File: src/rtl/ac_level_scan_controller.sv
// ac_level_scan_controller
//   Sequences the AC-level VLC stage of one slice. The slice's scan-ordered
//   coefficient buffer is walked in interleaved order (scan position 1..63
//   outer, block 0..num_blocks-1 inner). Zero coefficients extend the current
//   zero-run. Nonzero coefficients are handed to the level encoder, and their
//   preceding run is delayed to line up with the encoder's output.
//
// Optional feature macro: AC_SCAN_STATS_EN
//   When defined, adds output nz_count, the number of nonzero AC levels issued
//   in the current slice.
//
// Ports
//   clk          clock
//   reset        synchronous active-high reset
//   start        begins a slice when idle (a rising edge is required)
//   num_blocks   blocks in slice, sampled at start, clamped to 2^MAX_BLOCKS_LOG2
//   busy         high from accepted start until done
//   done         one-cycle pulse when the slice is fully flushed
//   buf_rd_en    coefficient buffer read strobe
//   buf_rd_addr  {block, scan_pos[5:0]}
//   buf_rd_data  read data, valid one cycle after buf_rd_en
//   enc_reset_n  active-low context reset to the level encoder
//   lvl_coeff    coefficient to the level encoder, 0 when not issuing
//   pair_valid   aligned with encoder output of a nonzero level
//   pair_run     zero-run preceding the qualified level
//   nz_count     (AC_SCAN_STATS_EN only) nonzero levels issued this slice
//
// state    | meaning
// ---------+-------------------------------------------------
// IDLE     | waiting for start
// ENC_RST  | enc_reset_n low for one cycle, run counter clear
// ENC_WAIT | encoder consumes its first-cycle init
// SCAN     | one buffer read per cycle
// FLUSH    | drain read + encoder pipeline (LEVEL_LAT+1 cycles)
// FIN      | done pulse
module ac_level_scan_controller #(
  parameter int MAX_BLOCKS_LOG2 = 3,
  parameter int COEFF_W         = 32,
  parameter int LEVEL_LAT       = 5,
  parameter int RUN_W           = 10
) (
  input  logic                       clk,
  input  logic                       reset,
  input  logic                       start,
  input  logic [MAX_BLOCKS_LOG2:0]   num_blocks,
  output logic                       busy,
  output logic                       done,
  output logic                       buf_rd_en,
  output logic [MAX_BLOCKS_LOG2+5:0] buf_rd_addr,
  input  logic [COEFF_W-1:0]         buf_rd_data,
  output logic                       enc_reset_n,
  output logic [COEFF_W-1:0]         lvl_coeff,
  output logic                       pair_valid,
  output logic [RUN_W-1:0]           pair_run
`ifdef AC_SCAN_STATS_EN
  ,output logic [MAX_BLOCKS_LOG2+5:0] nz_count
`endif
);

  localparam int NB_W    = MAX_BLOCKS_LOG2 + 1;
  localparam int BLK_W   = MAX_BLOCKS_LOG2;
  localparam int CNT_W   = MAX_BLOCKS_LOG2 + 6;
  localparam int FLUSH_W = $clog2(LEVEL_LAT + 2);
  localparam int MAX_NB  = 1 << MAX_BLOCKS_LOG2;

  typedef enum logic [2:0] {
    S_IDLE, S_ENC_RST, S_ENC_WAIT, S_SCAN, S_FLUSH, S_FIN
  } state_t;

  state_t                            state_q, state_d;
  logic [NB_W-1:0]                   nb_q, nb_d;
  logic [BLK_W-1:0]                  blk_q, blk_d;
  logic [5:0]                        pos_q, pos_d;
  logic                              rd_en_q, rd_en_d;
  logic                              rd_pend_q, rd_pend_d;
  logic [FLUSH_W-1:0]                flush_q, flush_d;
  logic [RUN_W-1:0]                  run_q, run_d;
  logic [COEFF_W-1:0]                lvl_q, lvl_d;
  logic [LEVEL_LAT-1:0]              dl_vld_q, dl_vld_d;
  logic [LEVEL_LAT-1:0][RUN_W-1:0]   dl_run_q, dl_run_d;
  logic                              pair_vld_q, pair_vld_d;
  logic [RUN_W-1:0]                  pair_run_q, pair_run_d;
  logic                              busy_q, busy_d;
  logic                              done_q, done_d;
  logic                              enc_rst_n_q, enc_rst_n_d;
  logic                              start_prev_q;

  logic                              start_acc;
  logic [NB_W-1:0]                   nb_clamped;
  logic                              last_blk;
  logic                              push;

  // A held-high start must not launch back-to-back slices, so only a rising
  // edge seen in IDLE is accepted.
  assign start_acc  = start && !start_prev_q && (state_q == S_IDLE);
  assign nb_clamped = (num_blocks > NB_W'(MAX_NB)) ? NB_W'(MAX_NB) : num_blocks;
  assign last_blk   = ({1'b0, blk_q} == (nb_q - NB_W'(1)));

  always_comb begin
    state_d = state_q;
    nb_d    = nb_q;
    blk_d   = blk_q;
    pos_d   = pos_q;
    rd_en_d = 1'b0;
    flush_d = flush_q;
    case (state_q)
      S_IDLE: begin
        if (start_acc) begin
          nb_d    = nb_clamped;
          state_d = (nb_clamped == '0) ? S_FIN : S_ENC_RST;
        end
      end
      S_ENC_RST:  state_d = S_ENC_WAIT;
      S_ENC_WAIT: begin
        state_d = S_SCAN;
        blk_d   = '0;
        pos_d   = 6'd1;
        rd_en_d = 1'b1;
      end
      S_SCAN: begin
        if (last_blk && (pos_q == 6'd63)) begin
          state_d = S_FLUSH;
          flush_d = FLUSH_W'(LEVEL_LAT);
        end else begin
          rd_en_d = 1'b1;
          if (last_blk) begin
            blk_d = '0;
            pos_d = pos_q + 6'd1;
          end else begin
            blk_d = blk_q + BLK_W'(1);
          end
        end
      end
      S_FLUSH: begin
        if (flush_q == '0) state_d = S_FIN;
        else               flush_d = flush_q - FLUSH_W'(1);
      end
      S_FIN:   state_d = S_IDLE;
      default: state_d = S_IDLE;
    endcase

    // Registered outputs mirror the state being entered.
    busy_d      = (state_d == S_ENC_RST) || (state_d == S_ENC_WAIT) ||
                  (state_d == S_SCAN)    || (state_d == S_FLUSH);
    done_d      = (state_d == S_FIN);
    enc_rst_n_d = (state_d != S_ENC_RST);
  end

  always_comb begin
    rd_pend_d = rd_en_q;
    lvl_d     = '0;
    push      = 1'b0;
    run_d     = run_q;
    if (state_q == S_ENC_RST) begin
      run_d = '0;
    end else if (rd_pend_q) begin
      if (buf_rd_data == '0) begin
        run_d = (run_q == '1) ? run_q : run_q + RUN_W'(1);
      end else begin
        lvl_d = buf_rd_data;
        push  = 1'b1;
        run_d = '0;
      end
    end

    // Stage 0 loads alongside lvl_coeff; the output register adds the final
    // cycle so pair_* trails lvl_coeff by exactly LEVEL_LAT.
    dl_vld_d    = dl_vld_q;
    dl_run_d    = dl_run_q;
    dl_vld_d[0] = push;
    dl_run_d[0] = run_q;
    for (int i = 1; i < LEVEL_LAT; i++) begin
      dl_vld_d[i] = dl_vld_q[i-1];
      dl_run_d[i] = dl_run_q[i-1];
    end
    pair_vld_d = dl_vld_q[LEVEL_LAT-1];
    pair_run_d = dl_run_q[LEVEL_LAT-1];
  end

  always_ff @(posedge clk) begin
    if (reset) begin
      state_q      <= S_IDLE;
      nb_q         <= '0;
      blk_q        <= '0;
      pos_q        <= '0;
      rd_en_q      <= 1'b0;
      rd_pend_q    <= 1'b0;
      flush_q      <= '0;
      run_q        <= '0;
      lvl_q        <= '0;
      dl_vld_q     <= '0;
      dl_run_q     <= '0;
      pair_vld_q   <= 1'b0;
      pair_run_q   <= '0;
      busy_q       <= 1'b0;
      done_q       <= 1'b0;
      enc_rst_n_q  <= 1'b1;
      start_prev_q <= 1'b0;
    end else begin
      state_q      <= state_d;
      nb_q         <= nb_d;
      blk_q        <= blk_d;
      pos_q        <= pos_d;
      rd_en_q      <= rd_en_d;
      rd_pend_q    <= rd_pend_d;
      flush_q      <= flush_d;
      run_q        <= run_d;
      lvl_q        <= lvl_d;
      dl_vld_q     <= dl_vld_d;
      dl_run_q     <= dl_run_d;
      pair_vld_q   <= pair_vld_d;
      pair_run_q   <= pair_run_d;
      busy_q       <= busy_d;
      done_q       <= done_d;
      enc_rst_n_q  <= enc_rst_n_d;
      start_prev_q <= start;
    end
  end

`ifdef AC_SCAN_STATS_EN
  logic [CNT_W-1:0] nz_q, nz_d;

  // Also cleared on an accepted start so an empty slice reports 0.
  always_comb begin
    nz_d = nz_q;
    if (start_acc || (state_q == S_ENC_RST)) nz_d = '0;
    else if (push)                           nz_d = nz_q + CNT_W'(1);
  end

  always_ff @(posedge clk) begin
    if (reset) nz_q <= '0;
    else       nz_q <= nz_d;
  end

  assign nz_count = nz_q;
`endif

  assign busy        = busy_q;
  assign done        = done_q;
  assign buf_rd_en   = rd_en_q;
  assign buf_rd_addr = {blk_q, pos_q};
  assign enc_reset_n = enc_rst_n_q;
  assign lvl_coeff   = lvl_q;
  assign pair_valid  = pair_vld_q;
  assign pair_run    = pair_run_q;

endmodule

File: config.mk
export PLATFORM = sky130hd
export DESIGN_NAME = ac_level_scan_controller
export DESIGN_NICKNAME = d
export VERILOG_FILES = /design/src/rtl/ac_level_scan_controller.sv
export SDC_FILE = /design/constraint.sdc
export NUM_CORES = 1
export LEC_CHECK = 0
export CAP_MARGIN = 25
export CORE_MARGIN = 10
export CORE_UTILIZATION = 40
export DETAILED_ROUTE_END_ITERATION = 10
export PLACE_DENSITY_LB_ADDON = 0.15
export SETUP_SLACK_MARGIN = 0.05
export SLEW_MARGIN = 20
export SYNTH_ARGS = -nofsm -noshare
export SYNTH_HDL_FRONTEND = slang
export SYNTH_SLANG_ARGS = --single-unit
File: constraint.sdc
create_clock -name clk -period 2.3 [get_ports clk]
set_clock_uncertainty 0.2 [all_clocks]
set_input_delay 0.46 -clock clk [delete_from_list [all_inputs] [get_ports clk]]
set_output_delay 0.46 -clock clk [all_outputs]
set_load 0.01 [all_outputs]
==> metrics.yaml <==
wirelength_um: 8860
synth-edff-count: 0
wl_per_cell_um: 12.8
die_area_um2: 15800
setup_ws_ns: 0.136
vias_per_cell: 4.62
yosysUniqueCellTypes: 48
gp_congestion: 0.752
crit_arrival_ns: 1.50
fp.dieW_um: 126
fp.dieH_um: 126
antenna_found_initial: 0
area_growth_pct: 41.7
yosysSeqAreaShare_pct: 59.7
nFillCells: 916
clk_latency_ns: 0.51
yosys_warnings: 0
relSlewSlack_pct: 60.8
postRouteAntennaNets: 0
fin_crit_ns: 2.16
cp-end-kind: "primary output"
worst_pin_slew_ns: 0.588
powerDensity_nw_per_um2: 831
required_ns: 1.64
power_leakage_nw: 2.38
clkSlewWorstSetupHoldPaths_ns: 0.07
fin_crit_sh_pct: 94.1
grt_overflow_total: 0
syn-num-nets: 465
ys_ff_latch: 133
clock_sinks: 133
synth_compound_area_share_pct: 6.60
dp_slack_ns: -0.352
diodes: 0
num_io_pins: 95
htree_num_levels: 4
crit_fanout: 5
fmax_mhz: 462
drv_cap: 0
path_cells: "clkdlybuf4s50_1"
yosys.area_share.simple_pct: 26.2
regArea_um2: 2660
start_util_pct: 40.9
synthMuxAreaShare_pct: 0.449
clockBufferDepth: 2
drcViolationCount: 0
netlist_area_um2: 4460
grt_pass1_wl_um: 14400
avgSynthCellArea_um2: 10.6
synthFlopType: "dfxtp_1"
dr.pass1.iters: 4
status: "finished, final reports clean"
cts_root_buf: "clkbuf_8"
worst-path-buf-inv: 1
final_hold_viol_count: 0
placementRows: 38
cts_tree: "built"
synthCells: 420
cts_buffers: 17
synth_top_family_by_area: "simple AND/OR/NAND/NOR gates"
grt_pass1_vias: 3062
final_nets: 584
yosys.area.top_type: "dfxtp_1"
synth_area_leaders: "dfxtp_1, nor2b_1, and2_1, nor2_1, nor4_1"
setup_viol: 0
drt-initial-drc-count: 196
place_hpwl_um: 6350
grtUsageTotal_pct: 11.1
multi_input_area_um2: 1730
coreArea_um2: 10900
critical_path.top_delay_family: "buffers and inverters"
critPathMaxStageDelay_ns: 0.58
grt_max_degree: 64
hold_path_class: "in -> reg"
synthAdderAreaFrac_pct: 1.68
crit_type: "reg -> out"
slew_violations: 0
vdd.ir_drop.worst_uv: 508
slowest_stage: "clkdlybuf4s50_1"
synth-xor-area-share_pct: 2.55
num_vias: 3194
startpoint_type: "flip-flop"
drive_gt1_share_pct: 13.6
timing.hold.ws_ns: 0.203
port_buffers: 94
synthArstFlopShare_pct: 0
rsz0062_at_grt: "no"
synth_top_area_share_pct: 59.7
-- sequential cells by signal, summed over array words and instances (netlist names), 3 cells and up --
signal      cells
dl_vld_q        5
nb_q            4
lvl_coeff      32
pair_run_d     10
flush_q         3
pair_run       10
run_q          10
pos_q           6
state_q         3
blk_q           3
dl_run_d       40
-- cells by family (layout without fill, tap and decap cells) --
| logic type | Yosys count | in the layout |
|---|---|---|
| AO/OA/AOI/OAI | 40 | 40 |
| XOR/XNOR | 13 | 13 |
| adder cells (fa/ha/maj) | 6 | 6 |
| buffers and inverters | 28 | 160 |
| flip-flops | 133 | 133 |
| multiplexers | 2 | 2 |
| AND/OR/NAND/NOR | 198 | 198 |
-- metrics by stage --
stage | util (%) | power, W | instance area [um2] | cells | setup TNS [ns]
after floorplan | - | 0.00252 | 4460 | 420 | 0
after global placement | 51.5 | 0.00266 | 5610 | 654 | -12.12
after detailed placement | 51.5 | 0.00266 | 5610 | 654 | -12.54
after CTS | 57.0 | 0.00531 | 6210 | 686 | 0
after global routing | 58.0 | 0.00547 | 6320 | 692 | 0
final | 58.0 | 0.00525 | 6320 | 692 | 0
-- power by group --
part / internal (W) / switching, W
Combinational: 0.000146 / 0.000131
Sequential: 0.00233 / 0.0000141
Clock: 0.00150 / 0.00113
-- cell usage in the layout, fill, tap and decap left out, drive strengths merged, types with 3 or more instances in the layout --
cell type | netlist | layout
nor2b | 68 | 68
xnor2 | 9 | 9
o21ai | 8 | 8
buf | 3 | 23
ha | 6 | 6
dfxtp | 133 | 133
and3 | 4 | 4
clkdlybuf4s50 | 0 | 92
nor2 | 28 | 28
clkinv | 0 | 3
or2 | 4 | 4
nor3b | 4 | 4
a31o | 3 | 3
inv | 12 | 21
or3 | 3 | 3
a21oi | 10 | 10
xor2 | 4 | 4
nor4 | 14 | 14
nand2 | 12 | 12
nor3 | 7 | 7
nand3 | 7 | 7
nand2b | 4 | 4
clkbuf | 13 | 17
and2 | 33 | 33
nand4 | 4 | 4
-- path summary, 6_finish.rpt --
path	slack [ns]	startpoint	cells past startpoint	endpoint
worst max-delay path	0.14	pos_q[5]	1	buf_rd_addr[5]
worst min-delay path	0.20	reset	3	nb_q[3]
worst max register to register	0.15	nb_q[0]	8	pos_q[3]
worst min register to register	0.23	dl_run_d[30]	1	dl_run_d[40]
-- final cells by class --
cell class | instances | share of cell area (%)
Sequential cell | 133 | 42.2
Tap cell | 140 | 2.77
Multi-Input combinational cell | 259 | 27.4
Clock inverter | 15 | 2.85
Inverter | 12 | 0.713
Clock buffer | 17 | 6.56
Timing Repair Buffer | 116 | 17.5
-- metal layers --
layer	global-route usage, %	wire length (um)	vias to the layer above
li1	-	-	1652
met4	3.66	85	0
met5	0	0	-
met3	7.86	987	6
met1	11.6	3700	1448
met2	17.4	4090	88
-- synthesized netlist by cell type, types with 4 or more instances --
cell,count
dfxtp_1,133
ha_1,6
inv_1,12
a21oi_1,10
nand4_1,4
nand2_1,12
nor2_1,26
nand2b_1,4
o21ai_0,8
clkbuf_1,13
nor3_1,7
nand3_1,7
nor2b_1,68
nor4_1,13
and2_1,33
and3_1,4
nor3b_1,4
xor2_1,4
xnor2_1,9
-- what timing repair did --
action | CTS | global route
gates resized for setup | 0 | 11
buffers inserted | 0 | 6
hold endpoints to repair | 0 | 0
pin swaps | 0 | 5
hold buffers | 0 | 0
endpoints found under the setup margin | 2 | 15
No activity file was read; power rests on OpenSTA's default activity.
==> RTL edit 1 (same settings) <==
Re-encode `state_t` (6 states) as Gray code, 3 bits wide.
--- a/src/rtl/ac_level_scan_controller.sv
+++ b/src/rtl/ac_level_scan_controller.sv
@@ -64,7 +64,7 @@
   localparam int MAX_NB  = 1 << MAX_BLOCKS_LOG2;
 
   typedef enum logic [2:0] {
-    S_IDLE, S_ENC_RST, S_ENC_WAIT, S_SCAN, S_FLUSH, S_FIN
+    S_IDLE = 3'b000, S_ENC_RST = 3'b001, S_ENC_WAIT = 3'b011, S_SCAN = 3'b010, S_FLUSH = 3'b110, S_FIN = 3'b111
   } state_t;
 
   state_t                            state_q, state_d;
Behaviour: no difference found for any inputs over 10 cycles, from zero or initial values and one cycle with reset high; not proved beyond that.
==> RTL edit 1 against the original RTL <==
- wire length decreased by 1.5%
- critical path depth increased by 4
- sequential cell count unchanged
- setup slack got worse by 0.011 ns
- design area decreased by 1.1%
- synthesized area increased by 0.95%
- power increased by 2.3%
- via count increased by 2.2%
- critical endpoint is now busy
==> RTL edit 1: results (changes against the original RTL) <==
| Item | Value | Unit | vs unedited |
| --- | --- | --- | --- |
| Status | finished, final reports clean | - |  |
| Post-Route Utilization | 0.572 | - | -0.00859 |
| Fraction of power consumed by combinational cells | 0.055 | - | +0.002 |
| Area after detailed placement | 5620 | µm² | +0.13% |
| Final GP Congestion | 0.807 | - | +7.3% |
| Most frequent cells after synthesis | sky130_fd_sc_hd__dfxtp_1 (133), sky130_fd_sc_hd__nor2b_1 (70), sky130_fd_sc_hd__and2_1 (32) | - |  |
| Wire length of the first global-routing pass | 14.8 | mm | +2.7% |
| Wire per inst | 12.8 | µm | -0.39% |
| Final Routed Wirelength | 8.72 | mm | -1.5% |
| Half-perimeter wire length after placement | 6.23 | mm | -1.8% |
| Static Leak | 2.30 | nW | -3.3% |
| Top area cells in the synthesized netlist | sky130_fd_sc_hd__dfxtp_1 (59%), sky130_fd_sc_hd__nor2b_1 (9.7%), sky130_fd_sc_hd__and2_1 (4.4%), sky130_fd_sc_hd__a21oi_1 (2.4%), sky130_fd_sc_hd__nand2_1 (1.8%) | - |  |
| Violation count after the first detailed-routing iteration | 230 | - | +17% |
| Startpoint of the most critical hold path | dl_run_d[42] | - |  |
| Gr usage total | 0.112 | - | +0.00104 |
| Setup Slack @ Placement | -0.200 | ns | +0.152 ns |
| Hold depth | 1 | - | -2 |
| Comb power | 0.000295 | W | +6% |
| Maximum number of pins on one net before global-route repair | 76 | - | +19% |
| Number of placed instances, taps included | 652 | - | -0.31% |
| Proportion of power drawn by flip-flops and latches | 0.439 | - | -0.007 |
| Remaining max-slew budget at the tightest pin | 0.711 | - | +0.103 |
| Final Hold Slack | 0.230 | ns | +0.0269 ns |
| Peak supply drop | 0.664 | mV | +31% |
| Fillcell total | 978 | - | +6.8% |
| Via count | 3263 | - | +2.2% |
| Class of the most critical hold timing path | reg -> reg | - |  |
| Register-to-register path setup slack | 0.12 | ns | -0.03 ns |
RTL edit 1: cell types whose count changed in the layout (fill, tap and decap cells not counted), sizes merged, moves of 6 or more:
cell	unedited run	this run
xnor2	9	3
buf	23	9
a21oi	10	24
nor2	28	17
or4	1	8
nand2	12	22
RTL edit 1: worst max path at each step:
stage	start	endpoint	slack, ns	cells after the start
after detailed placement	buf_rd_data[24]	run_q[4]	-0.20	7
after global placement	buf_rd_data[16]	run_q[3]	-0.20	7
after CTS	nb_q[1]	pos_q[3]	0.08	7
after floorplan	nb_q[0]	pos_q[2]	0.15	8
final	blk_q[2]	busy	0.12	5
after global routing	blk_q[2]	state_q[2]	0.01	5
RTL edit 1: cell families (layout without fill, tap and decap cells):
kind of cell | after synthesis | after routing | synth area share
xor+xnor | 7 | 7 | 0.0170
simple gates | 199 | 199 | 0.264
buf+inv | 25 | 142 | 0.0236
flops | 133 | 133 | 0.592
compound gates | 53 | 53 | 0.0781
mux | 4 | 4 | 0.00890
fa+ha+maj | 6 | 6 | 0.0167
RTL edit 1: repair_timing:
action / CTS / global route
hold endpoints to repair: 0 / 0
resized for setup: 1 / 6
hold buffers: 0 / 0
setup endpoints to repair: 1 / 9
RTL edit 1: area by class of cell:
type                            count  share of cell area
Tap cell                          140              0.0280
Clock buffer                       17              0.0681
Inverter                            8             0.00480
Sequential cell                   133               0.426
Timing Repair Buffer              102               0.163
Multi-Input combinational cell    269               0.280
Clock inverter                     15              0.0298
RTL edit 1: worst max-delay path, delay by kind of cell, from the launching register on:
family,cells,cell delay [ns]
xor+xnor,1,0.51
compound gates,2,0.37
simple gates,2,0.58
flops,1,0.40
RTL edit 1: routing by layer:
layer	global-route usage	routed length [µm]
met1	0.121	3750
met2	0.166	3870
met3	0.0822	1030
met4	0.0429	74
met5	0	0
==> RTL edit 2 (same settings) <==
Made on the original files. Build with the macro `AC_SCAN_STATS_EN` defined.
--- a/src/rtl/ac_level_scan_controller.sv
+++ b/src/rtl/ac_level_scan_controller.sv
@@ -33,6 +33,8 @@
 // SCAN     | one buffer read per cycle
 // FLUSH    | drain read + encoder pipeline (LEVEL_LAT+1 cycles)
 // FIN      | done pulse
+`define AC_SCAN_STATS_EN
+
 module ac_level_scan_controller #(
   parameter int MAX_BLOCKS_LOG2 = 3,
   parameter int COEFF_W         = 32,
Check against the original RTL (old outputs only; new: nz_count): equivalent (Yosys induction, for registers that start in step).
==> RTL edit 2 against the original RTL <==
- register-to-register slack lost 0.05 ns
- setup slack lost 0.041 ns
- sequential cell count grew 9
- via count grew 12%
- synthesized area grew 8.4%
- synthesized cell count grew 9.3%
- critical path depth grew 5
- design area grew 6.2%
- wire length grew 14%
- global-route usage grew 1.0 points
- power grew 2.5%
- critical endpoint is now pos_q[0]
- highest routed layer unchanged
==> RTL edit 2: results (changes against the original RTL) <==
| Item | Value | Unit | vs unedited |
| --- | --- | --- | --- |
| Status | finished, final reports clean | - |  |
| Crit path DAT | 2.33 | ns | +0.83 ns |
| Met1 routed wirelength after detailed routing | 4.30 | mm | +16% |
| Clock tree root driver cell | sky130_fd_sc_hd__clkbuf_16 | - |  |
| Static Leak | 2.58 | nW | +8.4% |
| Final GP Congestion | 0.823 | - | +9.4% |
| Average via count per standard cell | 4.83 | - | +4.6% |
| Synth cell types | 53 | - | +10% |
| Depth of the worst register-to-register path | 6 | - | -2 |
| Worst setup path endpoint | pos_q[0] | - |  |
| Stage delay of the slowest cell on the critical path | 0.52 | ns | -0.06 ns |
| Area after detailed placement | 6070 | µm² | +8.1% |
| Met3 layer usage reported by global route | 0.0673 | - | -0.0112 |
| GR met2 Demand/Resource | 0.183 | - | +0.00860 |
| Gr usage total | 0.122 | - | +0.0102 |
| Count of input and output buffers | 103 | - | +9.6% |
| Share of layout cells above drive strength 1 | 0.113 | - | -0.0231 |
| Met1 usage | 0.136 | - | +0.0201 |
| Most frequent cells after synthesis | sky130_fd_sc_hd__dfxtp_1 (142), sky130_fd_sc_hd__nor2b_1 (68), sky130_fd_sc_hd__and2_1 (37) | - |  |
| Half-perimeter wire length after placement | 6.96 | mm | +9.7% |
| Crit path kind | reg -> reg | - |  |
| Wire length of the first global-routing pass | 16.2 | mm | +12% |
| Final Routed Wirelength | 10.1 | mm | +14% |
| Register-to-register path setup slack | 0.1 | ns | -0.05 ns |
| Nets in the synthesized netlist | 505 | - | +8.6% |
| Skew-Pair Late Insertion Delay | 0.41 | ns | -0.10 ns |
| Class of the most critical hold timing path | reg -> reg | - |  |
| Fillcell total | 1048 | - | +14% |
| Maximum number of pins on one net before global-route repair | 66 | - | +3.1% |
| Remaining max-slew budget at the tightest pin | 0.604 | - | -0.00362 |
| Largest delay share family, worst path | simple AND/OR/NAND/NOR gates | - |  |
| Portion of the post-synthesis area used by sequential elements | 0.588 | - | -0.00897 |
RTL edit 2: area by class of cell:
cell class,instances,area (µm²),share of cell area
timing repair buffer,121,1170,0.175
multi-input combinational,291,1890,0.282
clock inverter,8,81.3,0.0121
clock buffer,23,498,0.0742
inverter,9,33.8,0.00504
tap,147,184,0.0274
sequential,142,2840,0.424
RTL edit 2: through the flow:
step	worst slack, ns	TNS, ns	cells	power, W
after floorplan	0.211	0	459	0.00268
after global placement	-0.324	-13.00	704	0.00281
after detailed placement	-0.363	-14.03	704	0.00282
after CTS	0.0662	0	735	0.00545
after global routing	0.00483	0	741	0.00559
final	0.0951	0	741	0.00538
RTL edit 2: worst min-delay path by stage:
stage / start / to / slack [ns] / cells after the start
global route: dl_run_d[13] / dl_run_d[23] / 0.25 / 1
finish: dl_run_d[49] / pair_run_d[9] / 0.23 / 1
CTS: dl_run_d[49] / pair_run_d[9] / 0.23 / 1
detailed placement: dl_run_d[13] / dl_run_d[23] / 0.22 / 1
global placement: dl_run_d[32] / dl_run_d[42] / 0.22 / 1
floorplan: dl_run_d[10] / dl_run_d[20] / 0.21 / 1
RTL edit 2: power groups by stage:
stage	Combinational, W	Sequential [W]	Clock (W)
after floorplan	0.000124	0.00256	0
after global placement	0.000263	0.00255	0
after detailed placement	0.000266	0.00255	0
after CTS	0.000268	0.00250	0.00268
after global routing	0.000294	0.00250	0.00280
final	0.000270	0.00250	0.00261
RTL edit 2: kinds of logic after synthesis:
group / after synthesis / synth area share
adders and majority gates: 7 / 0.0181
xor gates and xnor gates: 10 / 0.0181
buffers and inverters: 27 / 0.0246
muxes: 5 / 0.0106
AOI/OAI and AO/OA: 52 / 0.0736
DFF: 142 / 0.588
and+or+nand+nor: 216 / 0.267
